--- src/rtl/can_bit_timing.sv ---
// CAN bit-timing engine: TQ prescaler, SYNC/TSEG1/TSEG2 sequencing, hard sync and SJW-limited resync.
// Optional macro CAN_TRIPLE_SAMPLE_EN selects 2-of-3 majority sampling over the last three TSEG1 quanta.
module can_bit_timing #(
    parameter int BRP_W   = 6,
    parameter int TSEG1_W = 4,
    parameter int TSEG2_W = 3,
    parameter int SJW_W   = 2,
    parameter int POS_W   = 5
) (
    input  logic               clk,
    input  logic               rst_n,
    input  logic               enable,
    input  logic [BRP_W-1:0]   brp,
    input  logic [TSEG1_W-1:0] tseg1,
    input  logic [TSEG2_W-1:0] tseg2,
    input  logic [SJW_W-1:0]   sjw,
    input  logic               hard_sync_en,
    input  logic               rx,
    output logic               tq_tick,
    output logic               bit_tick,
    output logic               sample_point,
    output logic               sampled_bit,
    output logic [1:0]         seg,
    output logic [POS_W-1:0]   tq_position,
    output logic               resync_done
);

    typedef enum logic [1:0] {SEG_SYNC = 2'd0, SEG_TSEG1 = 2'd1, SEG_TSEG2 = 2'd2} seg_t;

    logic [BRP_W-1:0]   r_cnt;
    logic [BRP_W-1:0]   r_brp_s;
    logic [TSEG1_W-1:0] r_tseg1_s;
    logic [TSEG2_W-1:0] r_tseg2_s;
    logic [SJW_W-1:0]   r_sjw_s;
    logic               r_en_q;
    seg_t               r_seg;
    seg_t               r_seg_nxt;
    logic [POS_W-1:0]   r_pos;
    logic [POS_W-1:0]   r_pos_nxt;
    logic [POS_W-1:0]   r_ext;
    logic [POS_W-1:0]   r_short;
    logic               r_synced;
    logic               r_rx_prev;
    logic               r_tq_tick;
    logic               r_bit_tick;
    logic               r_sp;
    logic               r_sampled;
    logic               r_resync;
`ifdef CAN_TRIPLE_SAMPLE_EN
    logic [1:0]         r_trip;
`endif

    logic               w_load;
    logic               w_new_bit;
    logic [BRP_W-1:0]   w_brp;
    logic [TSEG1_W-1:0] w_tseg1;
    logic [TSEG2_W-1:0] w_tseg2;
    logic [SJW_W-1:0]   w_sjw;
    logic [BRP_W-1:0]   w_cnt_nx;
    logic               w_tick_nx;
    seg_t               w_seg_cur;
    logic [POS_W-1:0]   w_pos_cur;
    logic [POS_W-1:0]   w_ext_cur;
    logic [POS_W-1:0]   w_short_cur;
    logic               w_synced_cur;
    logic [POS_W-1:0]   w_sjw1;
    logic [POS_W-1:0]   w_t1_end;
    logic [POS_W-1:0]   w_t2_end;
    logic [POS_W-1:0]   w_e1;
    logic [POS_W-1:0]   w_ext_new;
    logic [POS_W-1:0]   w_rem;
    logic [POS_W-1:0]   w_short_new;
    logic               w_edge;
    logic               w_hard;
    logic               w_sample;
    seg_t               w_seg_go;
    logic [POS_W-1:0]   w_pos_go;
    logic [POS_W-1:0]   w_ext_nx;
    logic [POS_W-1:0]   w_short_nx;
    logic               w_sp;
    logic               w_bt;
    logic               w_rs;

    function automatic logic maj3(input logic a, input logic b, input logic c);
        return (a & b) | (a & c) | (b & c);
    endfunction

    function automatic logic [POS_W-1:0] min_pos(input logic [POS_W-1:0] a, input logic [POS_W-1:0] b);
        return (a < b) ? a : b;
    endfunction

    // Prescaler lookahead and shadow selection; w_seg_cur is the TQ in progress during the next cycle
    always_comb begin
        w_load       = enable & ~r_en_q;
        w_new_bit    = w_load | (r_tq_tick & (r_seg_nxt == SEG_SYNC));
        w_brp        = w_new_bit ? brp   : r_brp_s;
        w_tseg1      = w_new_bit ? tseg1 : r_tseg1_s;
        w_tseg2      = w_new_bit ? tseg2 : r_tseg2_s;
        w_sjw        = w_new_bit ? sjw   : r_sjw_s;
        if (w_load || (r_cnt == r_brp_s)) begin
            w_cnt_nx = {BRP_W{1'b0}};
        end else begin
            w_cnt_nx = r_cnt + BRP_W'(1);
        end
        w_tick_nx    = enable & (w_cnt_nx == w_brp);
        w_seg_cur    = r_tq_tick ? r_seg_nxt : r_seg;
        w_pos_cur    = r_tq_tick ? r_pos_nxt : r_pos;
        w_ext_cur    = w_new_bit ? {POS_W{1'b0}} : r_ext;
        w_short_cur  = w_new_bit ? {POS_W{1'b0}} : r_short;
        w_synced_cur = w_new_bit ? 1'b0 : r_synced;
        w_sjw1       = POS_W'(w_sjw) + POS_W'(1);
        w_t1_end     = POS_W'(w_tseg1) + POS_W'(2) + w_ext_cur;
        w_t2_end     = w_t1_end + POS_W'(w_tseg2) + POS_W'(1) - w_short_cur;
        w_e1         = w_pos_cur - POS_W'(1);
        w_ext_new    = min_pos(w_e1, w_sjw1);
        w_rem        = (w_t2_end > w_pos_cur) ? (w_t2_end - w_pos_cur) : {POS_W{1'b0}};
        w_short_new  = min_pos(w_rem, w_sjw1);
        w_edge       = r_rx_prev & ~rx & ~w_synced_cur;
        w_hard       = w_edge & hard_sync_en;
`ifdef CAN_TRIPLE_SAMPLE_EN
        w_sample     = ((w_t1_end - POS_W'(1)) >= POS_W'(3)) ? maj3(r_trip[1], r_trip[0], rx) : rx;
`else
        w_sample     = rx;
`endif
    end

    // Segment transition for the TQ ending at the next tick, including hard sync and resync
    always_comb begin
        w_seg_go   = SEG_TSEG1;
        w_pos_go   = w_pos_cur + POS_W'(1);
        w_ext_nx   = w_ext_cur;
        w_short_nx = w_short_cur;
        w_sp       = 1'b0;
        w_bt       = 1'b0;
        w_rs       = 1'b0;
        if (w_hard) begin
            w_pos_go   = POS_W'(2);
            w_ext_nx   = {POS_W{1'b0}};
            w_short_nx = {POS_W{1'b0}};
            w_rs       = 1'b1;
        end else begin
            case (w_seg_cur)
                SEG_SYNC: begin
                    w_seg_go = SEG_TSEG1;
                end
                SEG_TSEG1: begin
                    if (w_edge) begin
                        w_ext_nx = w_ext_new;
                        w_rs     = 1'b1;
                    end else if (w_pos_cur >= w_t1_end) begin
                        w_sp     = 1'b1;
                        w_seg_go = SEG_TSEG2;
                    end else begin
                        w_seg_go = SEG_TSEG1;
                    end
                end
                SEG_TSEG2: begin
                    w_seg_go = SEG_TSEG2;
                    if (w_edge) begin
                        w_short_nx = w_short_new;
                        w_rs       = 1'b1;
                    end else begin
                        w_short_nx = w_short_cur;
                    end
                    if ((w_edge && (w_short_new >= w_rem)) || (w_pos_cur >= w_t2_end)) begin
                        w_bt     = 1'b1;
                        w_seg_go = SEG_SYNC;
                        w_pos_go = POS_W'(1);
                    end else begin
                        w_bt     = 1'b0;
                    end
                end
                default: begin
                    w_seg_go = SEG_SYNC;
                    w_pos_go = POS_W'(1);
                end
            endcase
        end
    end

    // Engine state, shadows and registered pulse outputs; enable low holds the idle state
    always_ff @(posedge clk or negedge rst_n) begin
        if (!rst_n) begin
            r_cnt <= '0; r_brp_s <= '0; r_tseg1_s <= '0; r_tseg2_s <= '0; r_sjw_s <= '0;
            r_en_q <= 1'b0; r_seg <= SEG_SYNC; r_seg_nxt <= SEG_SYNC;
            r_pos <= POS_W'(1); r_pos_nxt <= POS_W'(1); r_ext <= '0; r_short <= '0;
            r_synced <= 1'b0; r_rx_prev <= 1'b1; r_tq_tick <= 1'b0; r_bit_tick <= 1'b0;
            r_sp <= 1'b0; r_sampled <= 1'b1; r_resync <= 1'b0;
`ifdef CAN_TRIPLE_SAMPLE_EN
            r_trip <= 2'b11;
`endif
        end else if (!enable) begin
            r_cnt <= '0; r_brp_s <= '0; r_tseg1_s <= '0; r_tseg2_s <= '0; r_sjw_s <= '0;
            r_en_q <= 1'b0; r_seg <= SEG_SYNC; r_seg_nxt <= SEG_SYNC;
            r_pos <= POS_W'(1); r_pos_nxt <= POS_W'(1); r_ext <= '0; r_short <= '0;
            r_synced <= 1'b0; r_rx_prev <= 1'b1; r_tq_tick <= 1'b0; r_bit_tick <= 1'b0;
            r_sp <= 1'b0; r_sampled <= 1'b1; r_resync <= 1'b0;
`ifdef CAN_TRIPLE_SAMPLE_EN
            r_trip <= 2'b11;
`endif
        end else begin
            r_en_q    <= 1'b1;
            r_cnt     <= w_cnt_nx;
            r_brp_s   <= w_brp;
            r_tseg1_s <= w_tseg1;
            r_tseg2_s <= w_tseg2;
            r_sjw_s   <= w_sjw;
            r_seg     <= w_seg_cur;
            r_pos     <= w_pos_cur;
            r_tq_tick <= w_tick_nx;
            if (w_tick_nx) begin
                r_seg_nxt  <= w_seg_go;
                r_pos_nxt  <= w_pos_go;
                r_ext      <= w_ext_nx;
                r_short    <= w_short_nx;
                r_synced   <= w_synced_cur | w_rs;
                r_rx_prev  <= rx;
                r_sp       <= w_sp;
                r_bit_tick <= w_bt;
                r_resync   <= w_rs;
                if (w_sp) begin
                    r_sampled <= w_sample;
                end else begin
                    r_sampled <= r_sampled;
                end
`ifdef CAN_TRIPLE_SAMPLE_EN
                if (w_seg_cur == SEG_TSEG1) begin
                    r_trip <= {r_trip[0], rx};
                end else begin
                    r_trip <= r_trip;
                end
`endif
            end else begin
                r_ext      <= w_ext_cur;
                r_short    <= w_short_cur;
                r_synced   <= w_synced_cur;
                r_sp       <= 1'b0;
                r_bit_tick <= 1'b0;
                r_resync   <= 1'b0;
            end
        end
    end

    assign tq_tick      = r_tq_tick;
    assign bit_tick     = r_bit_tick;
    assign sample_point = r_sp;
    assign sampled_bit  = r_sampled;
    assign seg          = r_seg;
    assign tq_position  = r_pos;
    assign resync_done  = r_resync;

endmodule

--- config.mk ---
export PLATFORM = sky130hd
export DESIGN_NAME = can_bit_timing
export DESIGN_NICKNAME = d
export VERILOG_FILES = /design/src/rtl/can_bit_timing.sv
export SDC_FILE = /design/constraint.sdc
export NUM_CORES = 1
export LEC_CHECK = 0
export BUFFER_PORTS_ARGS = -buffer_cell sky130_fd_sc_hd__buf_2
export CAP_MARGIN = 0
export CORE_MARGIN = 2
export CORE_UTILIZATION = 63
export CTS_BUF_LIST = sky130_fd_sc_hd__clkbuf_4 sky130_fd_sc_hd__clkbuf_8
export DETAILED_ROUTE_END_ITERATION = 12
export PLACE_DENSITY = 0.86
export SLEW_MARGIN = 20
export SYNTH_ARGS = -nofsm -noshare
export SYNTH_HDL_FRONTEND = slang
export SYNTH_SLANG_ARGS = --single-unit
--- constraint.sdc ---
create_clock -name clk -period 9 [get_ports clk]
set_input_delay 0.45 -clock clk [delete_from_list [all_inputs] [get_ports clk]]
set_output_delay 0.45 -clock clk [all_outputs]
set_load 0.01 [all_outputs]
Word-level counts from Yosys, hierarchy flattened

Index checks and enable logic that the tools add are counted.

Reductions and logical operators: 8
Order comparisons: 6
Bitwise logic cells: 11
Multiplexer cells: 67
Eq/ne operators: 6
Add/subtract/negate cells: 10

Operators with widths:

| cell                                              | count |
|---|---|
| two-way mux 5 bit                                 | 21 |
| two-way mux 1 bit                                 | 26 |
| two-way mux 6 bit                                 | 4 |
| two-way mux 2 bit                                 | 10 |
| >= comparator 5 bit                               | 3 |
| == test 6 bit                                     | 2 |
| adder 5 x 1 -> 5 bit (second input constant)      | 2 |
| less-than comparator 5 x 3 -> 1 bit               | 2 |
| one-hot mux 5 bit (2 select lines)                | 1 |
| subtractor 5 bit                                  | 2 |
| two-way mux 4 bit                                 | 2 |
| adder 6 x 1 -> 6 bit (second input constant)      | 1 |
| bitwise AND 1 bit                                 | 6 |
| two-way mux 3 bit                                 | 2 |
| one-hot mux 2 bit (3 select lines)                | 1 |
| adder 4 x 2 -> 5 bit (second input constant)      | 1 |
| adder 5 x 3 -> 5 bit                              | 1 |
| adder 5 bit                                       | 1 |
| > comparator 5 bit                                | 1 |
| subtractor 5 x 1 -> 5 bit (second input constant) | 1 |
| logical NOT 2 bit                                 | 2 |
| != test 2 x 1 -> 1 bit (second input constant)    | 2 |
| OR reduction 2 bit                                | 2 |
| adder 2 x 1 -> 3 bit (second input constant)      | 1 |
| other kinds (7)                                   | 11 |

Flip-flop bits (word level): 53
Bits of input ports: 20
Word-level logic and storage cells: 127
Output and inout bits: 12

Longest topological paths before layout

Gate-level depths: netlist of the first run.

Depth after elaboration: 21
Gate-level depth with buffers: 36
Depth with buffers taken out: 34

Worst setup path after synthesis of the first run

No wires, ideal clock.

Path kind: input -> register
Start: in enable
End: reg r_pos_nxt[1]
Stages on the path: 35
Arrival: 7.557 ns
Data required time: 8.918 ns
Slack: 1.361 ns
Cells stage by stage: and2b_1 > nor2_1 > buf_2 > buf_1 > mux2i_1 > ha_1 > inv_1 > ha_1 > xnor2_1 > fa_1 > inv_1 > ha_1 > a21o_1 > a21oi_1 > xor2_1 > xnor2_1 > xnor2_1 > ha_1 > o21ai_0 > a21oi_1 > o21ai_0 > nor2_1 > ha_1 > o21ai_0 > o21a_1 > o21ai_0 > mux2i_1 > ha_1 > nand2b_1 > a21o_1 > a21o_1 > a31oi_1 > a21boi_0 > or3_1 > a31oi_1

Longest elaborated chain between the ends: 20

Ends and longest elaborated chain:

| element                            | RTL line | RTL |
|---|---|---|
| from (decl)                        | 12       | `input logic enable,` |
| bitwise AND 1 bit                  | 94       | `w_load = enable & ~r_en_q;` |
| OR 1 bit                           | 95       | `w_new_bit = w_load \| (r_tq_tick & (r_seg_nxt == SEG_SYNC));` |
| two-way mux 4 bit                  | 97       | `w_tseg1 = w_new_bit ? tseg1 : r_tseg1_s;` |
| adder 4 x 2 -> 5 bit               | 112      | `w_t1_end = POS_W'(w_tseg1) + POS_W'(2) + w_ext_cur;` |
| adder 5 bit                        | 112      |  |
| adder 5 x 3 -> 5 bit               | 113      | `w_t2_end = w_t1_end + POS_W'(w_tseg2) + POS_W'(1) - w_short_cur;` |
| adder 5 x 1 -> 5 bit               | 113      |  |
| subtractor 5 bit                   | 113      |  |
| (+4 left out)                      | -        |  |
| >= comparator 5 bit                | 165      | `if ((w_edge && (w_short_new >= w_rem)) \|\| (w_pos_cur >= w_t2_end)) begin` |
| logical AND 1 bit                  | 165      |  |
| logical OR 1 bit                   | 165      |  |
| two-way mux 5 bit                  | 165      |  |
| one-hot mux 5 bit (2 select lines) | 142      | `case (w_seg_cur)` |
| two-way mux 5 bit                  | 136      | `if (w_hard) begin` |
| two-way mux 5 bit                  | 211      | `if (w_tick_nx) begin` |
| two-way mux 5 bit                  | 192      | `end else if (!enable) begin` |
| to (signal assigned)               | 213      | `r_pos_nxt <= w_pos_go;` |
| to (decl)                          | 39       | `logic [POS_W-1:0] r_pos_nxt;` |

Several ways; a longest one is shown, not always the timed one. The select of a mux whose other input is x is not followed.
A chain may end at the register's enable or synchronous reset.

Final worst setup path of the first run

Start: reg r_tq_tick, in the netlist tq_tick
End: reg r_pos_nxt[1]

Longest elaborated chain between the ends: 20

Ends and longest elaborated chain:

| element                            | RTL line | RTL |
|---|---|---|
| from (decl)                        | 44       | `logic r_tq_tick;` |
| from (signal assigned)             | 210      | `r_tq_tick <= w_tick_nx;` |
| bitwise AND 1 bit                  | 95       |  |
| OR 1 bit                           | 95       |  |
| two-way mux 4 bit                  | 97       |  |
| adder 4 x 2 -> 5 bit               | 112      |  |
| adder 5 bit                        | 112      |  |
| adder 5 x 3 -> 5 bit               | 113      |  |
| adder 5 x 1 -> 5 bit               | 113      |  |
| subtractor 5 bit                   | 113      |  |
| (+4 left out)                      | -        |  |
| >= comparator 5 bit                | 165      |  |
| logical AND 1 bit                  | 165      |  |
| logical OR 1 bit                   | 165      |  |
| two-way mux 5 bit                  | 165      |  |
| one-hot mux 5 bit (2 select lines) | 142      |  |
| two-way mux 5 bit                  | 136      |  |
| two-way mux 5 bit                  | 211      |  |
| two-way mux 5 bit                  | 192      |  |

Several ways; a longest one is shown, not always the timed one. The select of a mux whose other input is x is not followed.

==> metrics.md, run 1 <==
| Metric | Value |
|---|---|
| First-pass GRT wire length | `14730 um` |
| Synth warn | `0` |
| Die X | `82.39 um` |
| EDFF count, synth | `0` |
| Pre-CTS setup slack | `0.5838 ns` |
| Reg2reg end | `r_pos_nxt[1]` |
| Period minus WS final | `8.198 ns` |
| M2 GR Usage | `48.87%` |
| CP max-delay cell | `dfrtp_1` |
| Sequential area share after synthesis | `34.39%` |
| Critical path peak fanout | `17` |
| Busiest layer in global routing | `met2` |
| Synth Flop Type | `dfrtp_1` |
| Cell mode on critical path | `ha_1` |
| Final setup fails | `0` |
| WHS | `0.2490 ns` |
| Post-Syn Nets | `468` |
| Design area | `4168 sq um` |
| Reg2Reg Setup Slack | `0.80 ns` |
| Post-synth top area share | `31.67%` |
| Clock slew at reported path FFs | `0.10 ns` |
| PD cells | `294.7 nW/um^2` |
| Diode count | `0` |
| Final Wtd Congestion | `0.9577` |
| Layout Nets | `497` |
| Largest net degree at the start of global routing | `54` |
| Final Hold Viols | `0` |
| Drt drc | `0` |
| Fin util | `70.39%` |
| Detailed Route WL | `8667 um` |
| Std-Cell Rows | `28` |
| Req. time, crit path | `9.25 ns` |
| Total power draw | `1.228 mW` |
| Status | `finished clean` |
| Leading area contributor after synthesis | `dfrtp_1` |
| Worst R2R Path Depth | `34` |
| Fillers | `451` |
| CTS Hold Bufs | `0` |
| Drt wl/cell | `16.96 um` |
| Layout cells sized above 1 | `16.97%` |
| FF/Latch Area | `1331 sq um` |
| Max Cap Viol | `0` |
| Worst path arrival time | `8.45 ns` |
| Num CTS Buffers | `5` |
| Dpl cells | `503` |
| Initial Utilization | `65.38%` |
| Placed cell areas | `4076 sq um` |
| Setup Crit Path Kind | `flip-flop to flip-flop` |
| Hold crit path type | `primary input to asynchronous set/reset pin` |
| Dpl hpwl | `6543 um` |
| Clock Latency Late Sink | `0.32 ns` |
| Synth area leaders | `dfrtp_1 (32%), ha_1 (12%), mux2i_1 (4.1%), inv_1 (3.9%), xnor2_1 (3.2%)` |
| Setup ws final | `0.8017 ns` |
| Mean Syn Cell Area | `9.535 sq um` |
| Num ports | `32` |
| CTS tree | `yes` |
| Setup crit end kind | `flip-flop` |
| CTS resizes | `0` |
| GRT overflow | `0` |
| DRT antenna net count | `0` |
| Vias per std cell | `6.045` |
| Clock root buffer | `clkbuf_8` |
| Leak Pwr | `2.187 nW` |
| Final Non-Filler Cells | `511` |
| Met1 Resource Use GR | `35.75%` |
| Netlist area before placement | `3871 sq um` |
| Area Growth Syn to Fin | `7.660%` |
| Clk buf depth | `2` |
| Clk sinks | `53` |
| Core ar. | `5921 sq um` |
| Slowest cell delay on critical path | `0.67 ns` |
| Peak Freq | `0.1220 GHz` |
| Tightest Pin Transition | `0.7626 ns` |
| Worst setup SP type | `flip-flop` |
| Reg2reg start | `tq_tick` |
| Routed via count | `3089` |
| Final Max Tran Viols | `0` |
| 1st-pass router iterations | `6` |
| Initial antenna violation count | `0` |
| Maximum vdd drop | `0.4090 mV` |
| FF+latch count, synth | `53` |
| Post-synth cell types | `62` |
| Post-CTS setup buffers | `0` |
| Synth Instances | `406` |
| Skew final | `0.01075 ns` |
| M3 GR Usage | `4.239%` |
| DR iter-0 viols | `228` |
| Relative slew slack | `49.16%` |
| Async SR Flop Fraction | `100.0%` |
| RSZ-0062 raised after global routing | `no` |
| Total GRT Usage | `28.23%` |
| Setup TNS | `0 ns` |
| Vias in the first global route | `3215` |
| Die Area | `6788 sq um` |
| Footprint of the multi-input gates | `2323 sq um` |
| Fin crit share | `91.09%` |
| Port bufs | `31` |
| Die Ht | `82.39 um` |
| Max H-tree Level | `2` |
==> registers in the layout, summed over array words and instances (netlist names), 2 cells and up <==
register / count
r_cnt: 6
r_short: 5
r_brp_s: 6
r_pos_nxt: 5
r_seg_nxt: 2
seg: 2
tq_position: 5
r_sjw_s: 2
r_tseg1_s: 4
r_ext: 5
r_tseg2_s: 3
==> synthesized netlist by cell type (2+ instances only) <==
master,instances
mux2i_1,16
xnor2_1,14
o22ai_1,6
buf_6,2
and3_4,2
nand3_2,3
a31o_1,3
nor2b_1,12
inv_1,40
o211ai_1,2
nand2_2,3
a211oi_1,2
a21oi_1,18
mux2_2,6
clkbuf_1,3
a22oi_1,2
nand4_1,3
buf_2,5
nor2_1,27
a21boi_0,2
and2_4,2
ha_1,38
nor3_1,3
dfstp_2,4
nand4b_1,2
o21ai_0,18
buf_1,2
xor2_1,13
and2_1,13
a31oi_1,4
nand3_1,17
fa_1,4
nand2_1,24
o311ai_0,2
o31ai_4,2
dfrtp_1,49
and3_1,5
a21o_1,5
nand2b_1,5
==> worst max-delay path: cells and delay by family, from the launching register on <==
kind	cells	cell delay, ns
simple gates	6	1.36
xor+xnor	4	0.69
fa+ha+maj	7	2.31
flops	1	0.67
buf+inv	3	0.34
compound gates	13	2.48
mux	1	0.30
==> where the power goes <==
part	switching, mW	leakage, nW	internal, mW
sequential	0.0204	0.715	0.261
combinational	0.463	1.43	0.338
clock	0.0842	0.0453	0.0614
==> final cells by class <==
class                   count  share of cell area [%]
clock buffers               7                   2.011
clock inverters             1                  0.1801
inverters                  40                   3.603
multi-input cells         301                   55.75
flip-flops and latches     53                   31.94
well taps                  75                   2.252
repair buffers             34                   4.263
==> cell families (layout without fill, tap and decap cells) <==
logic type	count (synthesis)	in the layout	synth area share, %
flops	53	53	34.39
xor+xnor	27	27	6.109
buf+inv	52	82	5.591
mux	22	22	5.882
simple gates	132	132	19.10
fa+ha+maj	42	42	14.35
compound gates	78	78	14.58
==> metal layers <==
| metal | part of all wire, % | wire length [um] | up-vias |
|---|---|---|---|
| li1 | - | - | 1464 |
| met1 | 44 | 3780 | 1522 |
| met2 | 50 | 4344 | 87 |
| met3 | 4.2 | 360 | 16 |
| met4 | 2.1 | 181 | 0 |
| met5 | 0 | 0 | - |
==> layout by cell type (no fill, tap or decap), types with 4 or more instances in the layout <==
cell	n
ha_1	38
inv_1	40
nand2b_1	5
mux2_2	6
a21o_1	5
nand3_1	17
nand2_1	24
and2_1	13
dfrtp_1	49
buf_2	31
xnor2_1	14
fa_1	4
a21oi_1	18
o21ai_0	16
and3_1	5
dfstp_2	4
clkbuf_8	5
mux2i_1	16
nor2b_1	12
o22ai_1	6
nor2_1	27
xor2_1	13
a31oi_1	4
==> how the worst max path moves through the flow <==
stage / endpoint / cells after the start / startpoint / slack [ns]
2_1_floorplan: r_pos_nxt[1] / 35 / enable / 1.36
3_5_place_dp: r_pos_nxt[1] / 34 / tq_tick / 0.58
5_1_grt: r_pos_nxt[1] / 34 / tq_tick / 0.12
3_3_place_gp: r_pos_nxt[1] / 34 / tq_tick / 0.91
4_1_cts: r_pos_nxt[1] / 34 / tq_tick / 0.56
6_report: r_pos_nxt[1] / 34 / tq_tick / 0.80
(Power assumes the default switching activity.)
==> run 2: changes to the inputs <==
PLACE_DENSITY = 0.94   (was 0.86)
==> run 2 against run 1 <==
  * Count of clock-buffer cells in the layout is the same
  * Hold slack lost 0.0077 ns
  * Design area grew 0.15%
  * Utilization grew 0.11 points
  * Global-route usage shrank 1.6 points
  * Combinational power grew 0.7%
  * Die area is the same
  * Critical path depth shrank 1
  * Fmax shrank 3.6%
  * Final cell count is the same
  * Routed wire length shrank 1.9%
  * Register-to-register slack lost 0.30 ns
  * Critical path type unchanged
==> metrics.md, run 2 (synthesized netlist as in run 1, its figures left out) <==
| Metric | Value |
|---|---|
| Initial antenna violation count | `0 (unchanged)` |
| Worst path arrival time | `8.74 ns (was 8.45 ns)` |
| Die Area | `6788 sq um (unchanged)` |
| Clk buf depth | `2 (unchanged)` |
| Final setup fails | `0 (unchanged)` |
| Worst setup SP type | `flip-flop (unchanged)` |
| GRT overflow | `0 (unchanged)` |
| Setup Crit Path Kind | `flip-flop to flip-flop (unchanged)` |
| First-pass GRT wire length | `13840 um (was 14730 um)` |
| RSZ-0062 raised after global routing | `no (unchanged)` |
| Clock Latency Late Sink | `0.31 ns (was 0.32 ns)` |
| Setup TNS | `0 ns (unchanged)` |
| Num CTS Buffers | `5 (unchanged)` |
| Leak Pwr | `2.189 nW (was 2.187 nW)` |
| Relative slew slack | `49.31% (was 49.16%)` |
| Die Ht | `82.39 um (unchanged)` |
| Detailed Route WL | `8498 um (was 8667 um)` |
| Most frequent cells in the layout | `dfrtp_1 (49), inv_1 (40), ha_1 (38) (unchanged)` |
| Largest net degree at the start of global routing | `54 (unchanged)` |
| Post-CTS setup buffers | `0 (unchanged)` |
| Layout cells sized above 1 | `16.97% (unchanged)` |
| Final Max Tran Viols | `0 (unchanged)` |
| Critical path peak fanout | `21 (was 17)` |
| DR iter-0 viols | `182 (was 228)` |
| CTS tree | `yes (unchanged)` |
| Die X | `82.39 um (unchanged)` |
| DRT antenna net count | `0 (unchanged)` |
| Commonest non-fill, non-tap cell in the layout | `dfrtp_1 (unchanged)` |
| Slowest cell delay on critical path | `0.66 ns (was 0.67 ns)` |
| Cell mode on critical path | `ha_1 (unchanged)` |
| Reg2Reg Setup Slack | `0.50 ns (was 0.80 ns)` |
| Seq pwr share | `22.8% (was 22.9%)` |
| CTS Hold Bufs | `0 (unchanged)` |
| Status | `finished clean (unchanged)` |
| Clk pwr share | `11.8% (was 11.9%)` |
| Core ar. | `5921 sq um (unchanged)` |
| Vias in the first global route | `3050 (was 3215)` |
| Clock slew at reported path FFs | `0.10 ns (about the same)` |
| Req. time, crit path | `9.24 ns (was 9.25 ns)` |
| 1st-pass router iterations | `5 (was 6)` |
| Net Sw Frac | `46.08% (was 46.24%)` |
| Final Wtd Congestion | `0.9822 (was 0.9577)` |
| Final Hold Viols | `0 (unchanged)` |
| Clk sinks | `53 (unchanged)` |
| Dpl hpwl | `6449 um (was 6543 um)` |
| Port bufs | `31 (unchanged)` |
| Num ports | `32 (unchanged)` |
| Period minus WS final | `8.501 ns (was 8.198 ns)` |
| Combinational fraction of design power | `65.4% (was 65.2%)` |
| Vias per std cell | `6.049 (was 6.045)` |
| Maximum vdd drop | `0.2522 mV (was 0.4090 mV)` |
| Diode count | `0 (unchanged)` |
| Sw power | `0.5687 mW (was 0.5679 mW)` |
| Skew final | `0.01021 ns (was 0.01075 ns)` |
| Worst R2R Path Depth | `33 (was 34)` |
| Fin crit share | `94.46% (was 91.09%)` |
| Hold crit path type | `primary input to asynchronous set/reset pin (unchanged)` |
| Setup crit end kind | `flip-flop (unchanged)` |
| Drt wl/cell | `16.63 um (was 16.96 um)` |
| Total GRT Usage | `26.64% (was 28.23%)` |
| Drt drc | `0 (unchanged)` |
| PD cells | `295.7 nW/um^2 (was 294.7 nW/um^2)` |
| Max H-tree Level | `2 (unchanged)` |
| Internal | `0.6654 mW (was 0.6602 mW)` |
| Area Growth Syn to Fin | `7.822% (was 7.660%)` |
| Initial Utilization | `65.38% (unchanged)` |
| Largest registers | `r_brp_s (6), r_cnt (6) (unchanged)` |
| Clock root buffer | `clkbuf_8 (unchanged)` |
| Std-Cell Rows | `28 (unchanged)` |
| Peak Freq | `0.1176 GHz (was 0.1220 GHz)` |
| Routed via count | `3091 (was 3089)` |
| Fin util | `70.50% (was 70.39%)` |
| Tightest Pin Transition | `0.7391 ns (was 0.7626 ns)` |
| CTS resizes | `0 (unchanged)` |
| Max Cap Viol | `0 (unchanged)` |
| Layout Nets | `497 (unchanged)` |
| CP max-delay cell | `dfrtp_1 (unchanged)` |
run 2: stage by stage:
stage / instances / cell area (sq um) / setup slack [ns] / hold WS, ns / total power, mW
CTS: 511 / 4174 / 0.5012 / 0.2722 / 1.212
floorplan: 406 / 3871 / 1.361 / 0.1544 / 0.9020
global placement: 503 / 4076 / 0.9558 / 0.4925 / 1.002
finish: 511 / 4174 / 0.4989 / 0.2413 / 1.234
global route: 511 / 4174 / 0.08537 / 0.3145 / 1.325
detailed placement: 503 / 4076 / 0.5488 / 0.5137 / 1.066
run 2: layout make-up:
| type | count | area (sq um) |
|---|---|---|
| Multi-Input combinational cell | 301 | 2323 |
| Fill cell | 435 | 1747 |
| Sequential cell | 53 | 1331 |
| Timing Repair Buffer | 34 | 177.7 |
| Inverter | 40 | 150.1 |
| Tap cell | 75 | 93.84 |
| Clock buffer | 7 | 90.09 |
| Clock inverter | 1 | 7.507 |
run 2: final timing paths:
check,startpoint,endpoint
min in group clk,tseg2[1],r_tseg2_s[1]
min,rst_n,seg[0]
max reg2reg,tq_tick,r_pos_nxt[1]
max,tq_tick,r_pos_nxt[1]
min reg2reg,r_short[3],r_short[3]
max in group asynchronous,rst_n,r_short[4]
run 2: layer usage:
layer / vias up / global-route usage (%) / part of all wire [%]
met4: 0 / 12.50 / 3.3
met3: 37 / 4.783 / 4.8
met5: - / 0 / 0
li1: 1462 / - / -
met2: 107 / 45.40 / 49
met1: 1485 / 32.59 / 43
run 2: worst max-delay path, delay by kind of cell (launching register included):
family                   cells  cell delay (ns)
AND/OR/NAND/NOR              5             1.15
XOR/XNOR                     4             0.66
flip-flops                   1             0.66
buffers and inverters        2             0.27
AO/OA/AOI/OAI               13             2.69
multiplexers                 2             0.60
adder cells (fa/ha/maj)      7             2.40
run 2: power by group through the flow:
stage / logic [mW] / registers, mW / clock network (mW)
after floorplan: 0.624 / 0.278 / 0
after detailed placement: 0.782 / 0.285 / 0
final: 0.807 / 0.281 / 0.146
after global routing: 0.887 / 0.284 / 0.154
after global placement: 0.719 / 0.284 / 0
after CTS: 0.784 / 0.281 / 0.148
